==> config.mk <==
export PLATFORM = sky130hd
export DESIGN_NAME = lcd_id_reader
export DESIGN_NICKNAME = d
export VERILOG_FILES = /design/src/rtl/lcd_id_reader.sv
export SDC_FILE = /design/constraint.sdc
export NUM_CORES = 1
export LEC_CHECK = 0
export ABC_AREA = 0
export BUFFER_PORTS_ARGS = -buffer_cell sky130_fd_sc_hd__buf_2
export CORE_MARGIN = 3
export CORE_UTILIZATION = 45
export CTS_CLUSTER_DIAMETER = 200
export CTS_CLUSTER_SIZE = 20
export DETAILED_ROUTE_END_ITERATION = 12
export PLACE_DENSITY_LB_ADDON = 0.05
export SYNTH_ARGS = -nofsm -noshare
export SYNTH_HDL_FRONTEND = slang
export SYNTH_SLANG_ARGS = --single-unit
==> constraint.sdc <==
create_clock -name clk -period 1.85 [get_ports clk]
set_input_delay 0.185 -clock clk [delete_from_list [all_inputs] [get_ports clk]]
set_output_delay 0.185 -clock clk [all_outputs]
set_load 0.01 [all_outputs]
==> src/rtl/lcd_id_reader.sv <==
`default_nettype none
// ============================================================================
// Module   : lcd_id_reader
// Brief    : Power-up RGB panel identification from the M2/M1/M0 mode straps.
//            Define LCD_ID_DEBOUNCE_EN for multi-sample debounce and timeout.
// Revision : 1.0 - initial release
// ============================================================================
module lcd_id_reader #(
    parameter int SETTLE_CYC  = 100000,
    parameter int SAMPLE_GAP  = 1000,
    parameter int STABLE_CNT  = 16,
    parameter int MAX_SAMPLES = 64
) (
    input  logic        clk,
    input  logic        rst_n,
    input  logic [23:0] lcd_rgb_in,
    input  logic        rescan,
    output logic        rgb_oe,
    output logic [15:0] lcd_id,
    output logic        id_valid,
    output logic        id_err
);

    localparam int c_set_w = (SETTLE_CYC > 1) ? $clog2(SETTLE_CYC) : 1;
    localparam int c_gap_w = $clog2(SAMPLE_GAP);
    localparam logic [c_set_w-1:0] c_settle_last = c_set_w'(SETTLE_CYC - 1);
    localparam logic [c_gap_w-1:0] c_gap_last    = c_gap_w'(SAMPLE_GAP - 1);

    typedef enum logic [1:0] {
        ST_SETTLE = 2'd0,
        ST_SAMPLE = 2'd1,
        ST_DONE   = 2'd2
    } state_t;

    state_t               r_state, w_state_nxt;
    logic [2:0]           r_sync1, r_sync2;
    logic [c_set_w-1:0]   r_settle, w_settle_nxt;
    logic [c_gap_w-1:0]   r_gap, w_gap_nxt;
    logic [2:0]           r_smp, w_smp_nxt;
    logic                 r_oe, w_oe_nxt;
    logic                 r_valid, w_valid_nxt;
    logic                 r_err, w_err_nxt;
    logic [15:0]          r_id, w_id_nxt;
    logic [15:0]          w_dec_id;
    logic                 w_dec_bad;
    logic                 w_unused;

`ifdef LCD_ID_DEBOUNCE_EN
    localparam int c_stb_w = $clog2(STABLE_CNT + 1);
    localparam int c_smp_w = $clog2(MAX_SAMPLES + 1);
    localparam logic [c_stb_w-1:0] c_stable_done  = c_stb_w'(STABLE_CNT);
    localparam logic [c_smp_w-1:0] c_samples_done = c_smp_w'(MAX_SAMPLES);

    logic [c_stb_w-1:0]   r_stable, w_stable_nxt;
    logic [c_smp_w-1:0]   r_samples, w_samples_nxt;
    localparam logic c_unused_cfg = 1'b0;
`else
    logic                 r_have, w_have_nxt;
    localparam logic c_unused_cfg = (STABLE_CNT + MAX_SAMPLES) > 0;
`endif

    // Only the MSB of each colour lane carries a strap.
    assign w_unused = ^{lcd_rgb_in[22:16], lcd_rgb_in[14:8], lcd_rgb_in[6:0], c_unused_cfg};

    assign rgb_oe   = r_oe;
    assign lcd_id   = r_id;
    assign id_valid = r_valid;
    assign id_err   = r_err;

    always_comb begin
        w_dec_id  = 16'd0;
        w_dec_bad = 1'b0;
        case (r_smp)
            3'b000:  w_dec_id = 16'd0;
            3'b001:  w_dec_id = 16'd1;
            3'b010:  w_dec_id = 16'd2;
            3'b100:  w_dec_id = 16'd5;
            default: w_dec_bad = 1'b1;
        endcase
    end

    always_ff @(posedge clk or negedge rst_n) begin
        if (!rst_n) begin
            r_state   <= ST_SETTLE;
            r_sync1   <= 3'b000;
            r_sync2   <= 3'b000;
            r_settle  <= '0;
            r_gap     <= '0;
            r_smp     <= 3'b000;
            r_oe      <= 1'b0;
            r_valid   <= 1'b0;
            r_err     <= 1'b0;
            r_id      <= 16'd0;
`ifdef LCD_ID_DEBOUNCE_EN
            r_stable  <= '0;
            r_samples <= '0;
`else
            r_have    <= 1'b0;
`endif
        end else begin
            r_state   <= w_state_nxt;
            r_sync1   <= {lcd_rgb_in[7], lcd_rgb_in[15], lcd_rgb_in[23]};
            r_sync2   <= r_sync1;
            r_settle  <= w_settle_nxt;
            r_gap     <= w_gap_nxt;
            r_smp     <= w_smp_nxt;
            r_oe      <= w_oe_nxt;
            r_valid   <= w_valid_nxt;
            r_err     <= w_err_nxt;
            r_id      <= w_id_nxt;
`ifdef LCD_ID_DEBOUNCE_EN
            r_stable  <= w_stable_nxt;
            r_samples <= w_samples_nxt;
`else
            r_have    <= w_have_nxt;
`endif
        end
    end

    always_comb begin
        w_state_nxt   = r_state;
        w_settle_nxt  = r_settle;
        w_gap_nxt     = r_gap;
        w_smp_nxt     = r_smp;
        w_oe_nxt      = r_oe;
        w_valid_nxt   = r_valid;
        w_err_nxt     = r_err;
        w_id_nxt      = r_id;
`ifdef LCD_ID_DEBOUNCE_EN
        w_stable_nxt  = r_stable;
        w_samples_nxt = r_samples;
`else
        w_have_nxt    = r_have;
`endif
        case (r_state)
            ST_SETTLE: begin
                w_oe_nxt = 1'b0;
                if (r_settle == c_settle_last) begin
                    w_state_nxt   = ST_SAMPLE;
                    w_settle_nxt  = '0;
                    w_gap_nxt     = '0;
`ifdef LCD_ID_DEBOUNCE_EN
                    w_stable_nxt  = '0;
                    w_samples_nxt = '0;
`else
                    w_have_nxt    = 1'b0;
`endif
                end else begin
                    w_settle_nxt = r_settle + c_set_w'(1);
                end
            end
            ST_SAMPLE: begin
`ifdef LCD_ID_DEBOUNCE_EN
                // Acceptance is resolved one cycle after the deciding sample.
                if (r_stable == c_stable_done) begin
                    w_state_nxt = ST_DONE;
                    w_id_nxt    = w_dec_id;
                    w_err_nxt   = w_dec_bad;
                    w_valid_nxt = 1'b1;
                    w_oe_nxt    = 1'b1;
                end else if (r_samples == c_samples_done) begin
                    w_state_nxt = ST_DONE;
                    w_id_nxt    = 16'd0;
                    w_err_nxt   = 1'b1;
                    w_valid_nxt = 1'b1;
                    w_oe_nxt    = 1'b1;
                end else if (r_gap == c_gap_last) begin
                    w_gap_nxt     = '0;
                    w_samples_nxt = r_samples + c_smp_w'(1);
                    if ((r_stable != '0) && (r_sync2 == r_smp)) begin
                        w_stable_nxt = r_stable + c_stb_w'(1);
                    end else begin
                        w_smp_nxt    = r_sync2;
                        w_stable_nxt = c_stb_w'(1);
                    end
                end else begin
                    w_gap_nxt = r_gap + c_gap_w'(1);
                end
`else
                if (r_have) begin
                    w_state_nxt = ST_DONE;
                    w_id_nxt    = w_dec_id;
                    w_err_nxt   = w_dec_bad;
                    w_valid_nxt = 1'b1;
                    w_oe_nxt    = 1'b1;
                end else if (r_gap == c_gap_last) begin
                    w_gap_nxt  = '0;
                    w_smp_nxt  = r_sync2;
                    w_have_nxt = 1'b1;
                end else begin
                    w_gap_nxt = r_gap + c_gap_w'(1);
                end
`endif
            end
            ST_DONE: begin
                // lcd_id is deliberately left holding the previous result.
                if (rescan) begin
                    w_state_nxt  = ST_SETTLE;
                    w_settle_nxt = '0;
                    w_valid_nxt  = 1'b0;
                    w_err_nxt    = 1'b0;
                    w_oe_nxt     = 1'b0;
                end
            end
            default: begin
                w_state_nxt  = ST_SETTLE;
                w_settle_nxt = '0;
                w_valid_nxt  = 1'b0;
                w_err_nxt    = 1'b0;
                w_oe_nxt     = 1'b0;
            end
        endcase
    end

endmodule
`default_nettype wire

==> flow_summary.ini <==
[run_status]
status = finished with violations
violations = negative setup slack

[place]
place_hpwl_mm = 3.16
port-buffer-count = 11
place.gp.congestion = 0.793
preCtsSetupSlack_ns = -0.142

[clock_tree]
cts_tree = yes
cts_htree_levels = 2
numCtsBuffers = 5
clk_pin_slew_ns = 0.09
clock_sinks = 45
root_buffer = clkbuf_8
clock_latency_ns = 0.31
cts_buffer_depth = 2

[synth]
synth.area.top_cells = dfrtp_1 (50%), nand2_1 (4.7%), nor2_1 (4.5%)
yosysTopAreaCellShare_pct = 50.4
synth.largest_area_cell = dfrtp_1
async_flop_share_pct = 100
yosysSeqAreaShare_pct = 50.4
synth-edff-count = 0
ys_types = 44
synth_most_common_cell = dfrtp_1
yosysWarningCount = 0
synth_common_cells = dfrtp_1 (45), nand2_1 (28), nor2_1 (27), buf_4 (13), o21ai_1 (13)
synthFlopType = dfrtp_1
postSynthCellCount = 232
ys_ff_latch = 45
netlist_area_sq_mm = 0.00223
avgSynthCellArea_sq_um = 9.62

[critical_path]
criticalPathCategory = reg2reg
cp.required_ns = 2.04
startpoint_type = register
cp-end-kind = register
worst-path-max-fanout = 6
crit_arrival_ns = 2.11
crit_path_start = r_settle[8]
timing.rr.start = r_settle[8]
r2r_end = r_gap[5]
reg2reg_slack_ns = -0.07
worstSetupEndpoint = r_gap[5]
reg2regPathDepth = 7

[timing]
finalSetupViolations = 22
fin_ws_ns = -0.0714
clock_skew_ns = 0.00973
rsz0062_at_grt = yes
slew-limit-headroom_pct = 64.7
fmax_mhz = 520
hold_ws_ns = 0.225
period_share_pct = 104
drv_slew = 0
final-hold-violation-count = 0
fin_crit_ns = 1.92
worstMarginPinSlew_ns = 0.529

[routing]
viasPerCell = 5.13
wl_per_cell_microns = 13.1
dr.pass1.iters = 4
drc = 0
drt_iter0_drc = 92
vias = 1821
totalWireLength_mm = 4.64
final_antenna_net_count = 0

[die]
start_util_pct = 48.9
coreArea_sq_mm = 0.00456
die_y_microns = 76.4
dieArea_sq_mm = 0.00584
io_pins = 46
die_w_microns = 76.4
core.rowCount = 24

[final_layout]
fillers = 406
drive_gt1_share_pct = 29.3
regArea_sq_mm = 0.00113
n_antenna_cell = 0
multi_input_area_sq_mm = 0.00107
nets = 318
areaGrowthSynthToFinish_pct = 25.9

[hold_path]
hold_class = in2reg

[global_routing]
grt_pass1_wl_mm = 8.12
grt_antenna_before_repair = 0
grtUsageTotal_pct = 17.1
grt_overflow = 0
grt_pass1_vias = 1707
grt_max_degree = 29

[pwr]
leakage_nw = 1.31
irDropWorstVdd_mv = 0.789
cellPowerDensity_mw_per_mm2 = 776

[job]
drv_cap = 0
[worst min path at each step]
stage / start / end / slack (ns) / cells after the start
4_1_cts: rescan / r_state[1] / 0.21 / 4
5_1_grt: rescan / r_state[1] / 0.22 / 4
3_3_place_gp: rst_n / r_gap[8] / 0.16 / 1
6_report: rescan / r_state[1] / 0.22 / 4
3_5_place_dp: rst_n / r_gap[8] / 0.16 / 1
2_1_floorplan: rst_n / id_err / -0.11 / 0
[layer usage]
| metal | track usage [%] | wire length, microns |
|---|---|---|
| met3 | 3.78 | 182 |
| met2 | 25.9 | 2110 |
| met4 | 6.16 | 92 |
| met5 | 0 | 0 |
| met1 | 24.1 | 2260 |
[worst max-delay path: stages (launching register included)]
cell	delay (ns)
dfrtp_1	0.39
or4bb_1	0.55
nor4_4	0.30
buf_4	0.17
a21oi_2	0.06
buf_6	0.15
o21ai_1	0.11
o21ai_1	0.07
[timing repair]
item | in CTS | in global routing
hold buffers | 4 | 0
resized for setup | 12 | 11
setup buffers | 5 | 3
setup endpoints to repair | 24 | 29
hold endpoints to repair | 20 | 0
pin swaps | 19 | 5
gates cloned | 2 | 0
[report_power, final]
part           switching [mW]  internal (mW)
clock network           0.377          0.276
logic                   0.196          0.216
registers              0.0452           1.07
total                   0.619           1.56
[area by class of cell]
cell class | count | area share [%]
clock buffer | 5 | 2.45
timing repair buffer | 55 | 15.0
multi-input combinational | 177 | 38.1
clock inverter | 3 | 0.890
tap | 65 | 2.89
sequential | 45 | 40.1
inverter | 5 | 0.668
[per-stage QoR]
| stage | std cells | area [sq um] | TNS, ns | total power [mW] | util [%] |
|---|---|---|---|---|---|
| CTS | 352 | 2760 | -0.779 | 2.19 | 60.4 |
| finish | 355 | 2810 | -0.783 | 2.18 | 61.6 |
| global route | 355 | 2810 | -3.38 | 2.31 | 61.6 |
| detailed placement | 333 | 2530 | -2.24 | 1.52 | 55.5 |
| global placement | 333 | 2530 | -1.90 | 1.52 | 55.5 |
| floorplan | 244 | 2280 | 0 | 1.35 | - |
[cell families (layout without fill, tap and decap cells)]
group	Yosys count	in the layout	synth area share [%]
other	1	13	0.168
multiplexers	5	5	2.47
flip-flops	45	45	50.4
AND/OR/NAND/NOR	96	97	21.9
XOR/XNOR	9	9	3.53
buffers and inverters	23	68	6.50
adder cells (fa/ha/maj)	2	2	1.12
AO/OA/AOI/OAI	51	51	13.9
[cells in the final DEF, fill, tap and decap left out, types with 3 or more instances in the layout]
cell type / netlist / final
clkbuf_8: 0 / 5
dlygate4sd3_1: 0 / 4
nand2b_1: 3 / 3
inv_1: 4 / 4
xor2_1: 6 / 6
xnor2_1: 3 / 3
dfrtp_1: 45 / 45
o21ai_0: 9 / 8
o21ai_1: 13 / 12
o31ai_1: 4 / 4
nor2_1: 27 / 22
nor2_2: 1 / 6
nand2_1: 28 / 26
conb_1: 1 / 13
nor3_1: 3 / 3
nand3_1: 9 / 9
buf_2: 2 / 12
a21oi_2: 0 / 5
buf_4: 13 / 34
a31oi_1: 5 / 5
nand4_1: 7 / 7
buf_6: 1 / 4
mux2_2: 4 / 4
a21oi_1: 11 / 6
and3_1: 6 / 6
[state kept, by name, indices dropped and copies added, names as in the netlist]
name	count
r_smp	3
r_sync2	3
lcd_id	3
r_state	2
id_valid	1
r_settle	17
id_err	1
rgb_oe	1
r_sync1	3
r_gap	10
r_have	1
Power figures use the tool's default switching activity.
